==> config.mk <==
export PLATFORM = sky130hd
export DESIGN_NAME = branch_pc_control
export DESIGN_NICKNAME = d
export VERILOG_FILES = /design/src/rtl/branch_pc_control.sv
export SDC_FILE = /design/constraint.sdc
export NUM_CORES = 1
export LEC_CHECK = 0
export ABC_AREA = 1
export BUFFER_PORTS_ARGS = -buffer_cell sky130_fd_sc_hd__clkbuf_2
export CAP_MARGIN = 20
export CORE_AREA = 3 3 108 110
export CTS_BUF_LIST = sky130_fd_sc_hd__clkbuf_4 sky130_fd_sc_hd__clkbuf_8
export DETAILED_ROUTE_END_ITERATION = 8
export DIE_AREA = 0 0 111 113
export PLACE_DENSITY = 0.79
export SETUP_SLACK_MARGIN = 0.2
export SYNTH_ARGS = -nofsm -noshare
export SYNTH_HDL_FRONTEND = slang
export SYNTH_SLANG_ARGS = --single-unit
export TNS_END_PERCENT = 50
==> constraint.sdc <==
create_clock -name clk -period 2.1 [get_ports clk]
set_clock_uncertainty 0.2 [all_clocks]
set_input_delay 0.105 -clock clk [delete_from_list [all_inputs] [get_ports clk]]
set_output_delay 0.105 -clock clk [all_outputs]
set_load 0.03 [all_outputs]
==> src/rtl/branch_pc_control.sv <==
// rtl/branch_pc_control.sv - program counter owner with not-taken prediction and BEQ/BNE redirect/flush
module branch_pc_control #(
    parameter logic [31:0] RESET_PC     = 32'h0000_0000,
    parameter int unsigned FLUSH_CYCLES = 2
) (
    input  logic        clk,
    input  logic        reset,
    input  logic        stall,
    input  logic        br_valid,
    input  logic        br_type,
    input  logic [31:0] br_pc,
    input  logic [15:0] br_offset,
    input  logic        equal,
    output logic [31:0] pc,
    output logic        flush,
    output logic        taken,
    output logic        busy
);

    typedef enum logic [1:0] {
        ST_RUN      = 2'd0,
        ST_RESOLVE  = 2'd1,
        ST_REDIRECT = 2'd2
    } state_t;

    // Counter is loaded with FLUSH_CYCLES-1 so flush stays high FLUSH_CYCLES cycles in total.
    localparam logic [3:0] FLUSH_LOAD = 4'(FLUSH_CYCLES - 1);

    state_t      state_q, state_d;
    logic [31:0] pc_q, pc_d;
    logic        flush_q, flush_d;
    logic        taken_q, taken_d;
    logic [3:0]  cnt_q, cnt_d;
    logic        type_q, type_d;
    logic [31:0] target_q, target_d;

    logic [31:0] pc_seq;
    logic [31:0] br_target;
    logic        take;

    // Sequential fetch address, branch target arithmetic and taken decision.
    always_comb begin
        pc_seq    = stall ? pc_q : (pc_q + 32'd4);
        br_target = (br_pc & 32'hFFFF_FFFC) + 32'd4
                    + {{14{br_offset[15]}}, br_offset, 2'b00};
        take      = type_q ? ~equal : equal;
    end

    // Next-state and next-output logic for the RUN / RESOLVE / REDIRECT machine.
    always_comb begin
        state_d  = state_q;
        pc_d     = pc_seq;
        flush_d  = flush_q;
        taken_d  = 1'b0;
        cnt_d    = cnt_q;
        type_d   = type_q;
        target_d = target_q;

        case (state_q)
            ST_RUN: begin
                if (br_valid) begin
                    type_d   = br_type;
                    target_d = br_target;
                    state_d  = ST_RESOLVE;
                end
            end
            ST_RESOLVE: begin
                if (take) begin
                    pc_d    = target_q;
                    taken_d = 1'b1;
                    flush_d = 1'b1;
                    cnt_d   = FLUSH_LOAD;
                    state_d = ST_REDIRECT;
                end else begin
                    state_d = ST_RUN;
                end
            end
            ST_REDIRECT: begin
                if (cnt_q == 4'd0) begin
                    flush_d = 1'b0;
                    state_d = ST_RUN;
                end else begin
                    cnt_d = cnt_q - 4'd1;
                end
            end
            default: begin
                flush_d = 1'b0;
                state_d = ST_RUN;
            end
        endcase
    end

    // State and output registers; reset overrides everything.
    always_ff @(posedge clk) begin
        if (reset) begin
            state_q  <= ST_RUN;
            pc_q     <= RESET_PC;
            flush_q  <= 1'b0;
            taken_q  <= 1'b0;
            cnt_q    <= 4'd0;
            type_q   <= 1'b0;
            target_q <= 32'd0;
        end else begin
            state_q  <= state_d;
            pc_q     <= pc_d;
            flush_q  <= flush_d;
            taken_q  <= taken_d;
            cnt_q    <= cnt_d;
            type_q   <= type_d;
            target_q <= target_d;
        end
    end

    assign pc    = pc_q;
    assign flush = flush_q;
    assign taken = taken_q;
    assign busy  = (state_q != ST_RUN);

endmodule

==> metrics.cfg <==
[status]
status=finished, final reports clean

[placement]
dp_hpwl_mm=12.1
place_congestion=0.947
io_buffers=84
dpl_worst_slack_ns=-0.192
dpl.cell_count=1235

[sta]
rsz0062_at_grt=true
fmax_mhz=534
hold_viol_final=0
setup-tns-final_ns=0
finalSetupViolations=0
fin_crit_ns=1.87
post-route-worst-setup-slack_ns=0.228
report.final.slew_viol_count=0
fin_crit_sh_pct=89.1

[global_routing]
grt_max_degree=33
grt_pass1_wl_mm=25.1
grt_pass1_vias=5450
antenna_found_initial=0
grt_overflow=0
grt_usage_pct=23.9

[setup_path]
required_ns=2.15
cp.arrival_ns=1.93
crit_type=reg2reg
rrSetupSlack_ns=0.23
critPathMaxFanout=6
r2r-start=pc[11]
reg2reg_depth=9
crit_path_start_kind=flop
critPathCaptureType=flop
rr_endpoint=pc[28]

[routing]
ant_nets=0
drt_first_pass_iters=5
drt-total-wl_mm=15.6
wl_per_cell_um=12.4
viasPerCell=4.95
route.detailed.drc=0
drt_iter0_markers=362
vias=6227

[cells_and_area]
finalNetCount=1228
final_cells=1258
num_antenna_cells=0
syn2layout_area_growth_pct=28.4
post-route-util_pct=68.8
n_fill_cell=977
drive_above_1_share_pct=23.1

[min_path]
hold_start=equal
min_path_cells=6
min_path_type=in2reg
min_to=flush

[cts]
ctsHtreeMaxLevel=3
cts_made_buffers=9
clk_latency_ns=0.36
clkTransAtPathRegs_ns=0.08
cts-root-buf=clkbuf_8
cts_tree=done
clock-sinks=69
cts_buffer_depth=2

[die]
core.rowCount=38
die_y_um=113
start_util_pct=53.5
ios=89
coreArea_um2=10800
dieArea_um2=12500
die_x_um=111

[synthesis]
ys_seq_area_share_pct=23.9
ys_async_sr_fraction_pct=0
synthTopCellsByCount=nand2_1, inv_1, nor2_1, dfxtp_1, nand3_1
netlist_area_um2=5780
yosysMostFrequentCell=nand2_1
syn_area_per_cell_um2=5.96
yosys_warnings=0
yosys.area.top_type_share_pct=23.9
ys_seq_elements=69
synthFlopType=dfxtp_1
synth.distinct_cells=36
synth_top_area_cell=dfxtp_1
netlist_top_cells_area=dfxtp_1, nand2_1, ha_1
synth_edf_count=0
syn_inst=969

[power]
leakagePower_nw=4.02
powerDensity_nw_per_um2=548
p_total_mw=4.07
ir_drop_mv=0.343

[job]
cap_violations=0

## flip-flops by register name, indices dropped and copies added (netlist names)
name      flops
state_q       2
type_q        1
cnt_q         4
flush         1
pc           30
target_q     30
taken         1
## cells in the final DEF, fill, tap and decap left out, types with 2 or more instances in the layout
| cell | n |
|---|---|
| a21oi_1 | 39 |
| o22ai_1 | 6 |
| buf_4 | 63 |
| nor2_2 | 13 |
| nor2_4 | 5 |
| xor2_1 | 18 |
| inv_1 | 177 |
| nor3_1 | 6 |
| o21bai_1 | 3 |
| o21ai_1 | 4 |
| clkbuf_4 | 2 |
| nand2_2 | 12 |
| nor2_1 | 83 |
| a21oi_2 | 7 |
| o21ai_0 | 40 |
| a21o_1 | 2 |
| inv_2 | 8 |
| clkbuf_2 | 83 |
| ha_1 | 43 |
| nand4_1 | 11 |
| conb_1 | 2 |
| nand3_1 | 55 |
| clkbuf_8 | 12 |
| dfxtp_2 | 10 |
| dlygate4sd3_1 | 4 |
| xnor2_1 | 6 |
| nand3_2 | 11 |
| dfxtp_1 | 58 |
| nand3b_1 | 4 |
| nor3_2 | 6 |
| ha_4 | 15 |
| or2_2 | 3 |
| nand2_1 | 293 |
## how the worst max path moves through the flow
stage                              from      endpoint  slack (ns)  cells past startpoint
after floorplan                  pc[17]        pc[25]        0.19                      8
after global placement    br_offset[15]  target_q[31]       -0.15                     12
after detailed placement  br_offset[15]  target_q[31]       -0.19                     14
after CTS                        pc[18]        pc[25]        0.17                      8
after global routing             pc[11]        pc[26]        0.10                      9
final                            pc[11]        pc[28]        0.23                      9
## kinds of logic after synthesis
group / synth area share, %
and+or+nand+nor: 36.3
buffers and inverters: 13.4
AOI/OAI and AO/OA: 9.42
DFF: 23.9
adders and majority gates: 13.1
xor gates and xnor gates: 3.64
other: 0.0649
muxes: 0.173
## worst max-delay path, stage by stage (launching register included)
cell	delay, ns
dfxtp_1	0.42
nand2_1	0.15
nor2_4	0.16
nand3_2	0.13
nor3_4	0.27
nand2_2	0.14
nor2_1	0.11
nand2_1	0.06
nand3_1	0.08
nand2_1	0.05
## power by group
part           internal (mW)  switching, mW
Sequential              1.42         0.0628
Combinational          0.651          0.915
Clock                  0.544          0.479
## per-layer routing
metal	GRT usage, %	share of wire (%)	up-vias
met5	0	0	-
met4	6.73	2.1	0
met3	3.53	5.1	22
met2	40.3	46	185
met1	31.9	47	2711
li1	-	-	3309
## cell type report
type | count | area, um2 | area share (%)
Timing Repair Buffer | 150 | 928 | 12.5
Sequential cell | 69 | 1400 | 18.8
Inverter | 186 | 698 | 9.41
Clock inverter | 1 | 5.00 | 0.0674
Clock buffer | 14 | 180 | 2.43
Multi-Input combinational cell | 698 | 4040 | 54.4
Tap cell | 140 | 175 | 2.36
## what timing repair did
| action | CTS | global route |
|---|---|---|
| hold endpoints to repair | 5 | 0 |
| setup endpoints to repair | 10 | 35 |
| pin swaps | 1 | 9 |
| resized for setup | 2 | 77 |
| buffers inserted | 1 | 3 |
| hold buffers | 4 | 0 |
## through the flow
step	hold WS, ns	area [um2]
after floorplan	0.0717	5850
after global placement	0.235	6800
after detailed placement	0.258	6800
after CTS	0.00497	7040
after global routing	0.0573	7420
final	0.0205	7420
Note: power is estimated with default switching activity, not from simulation.
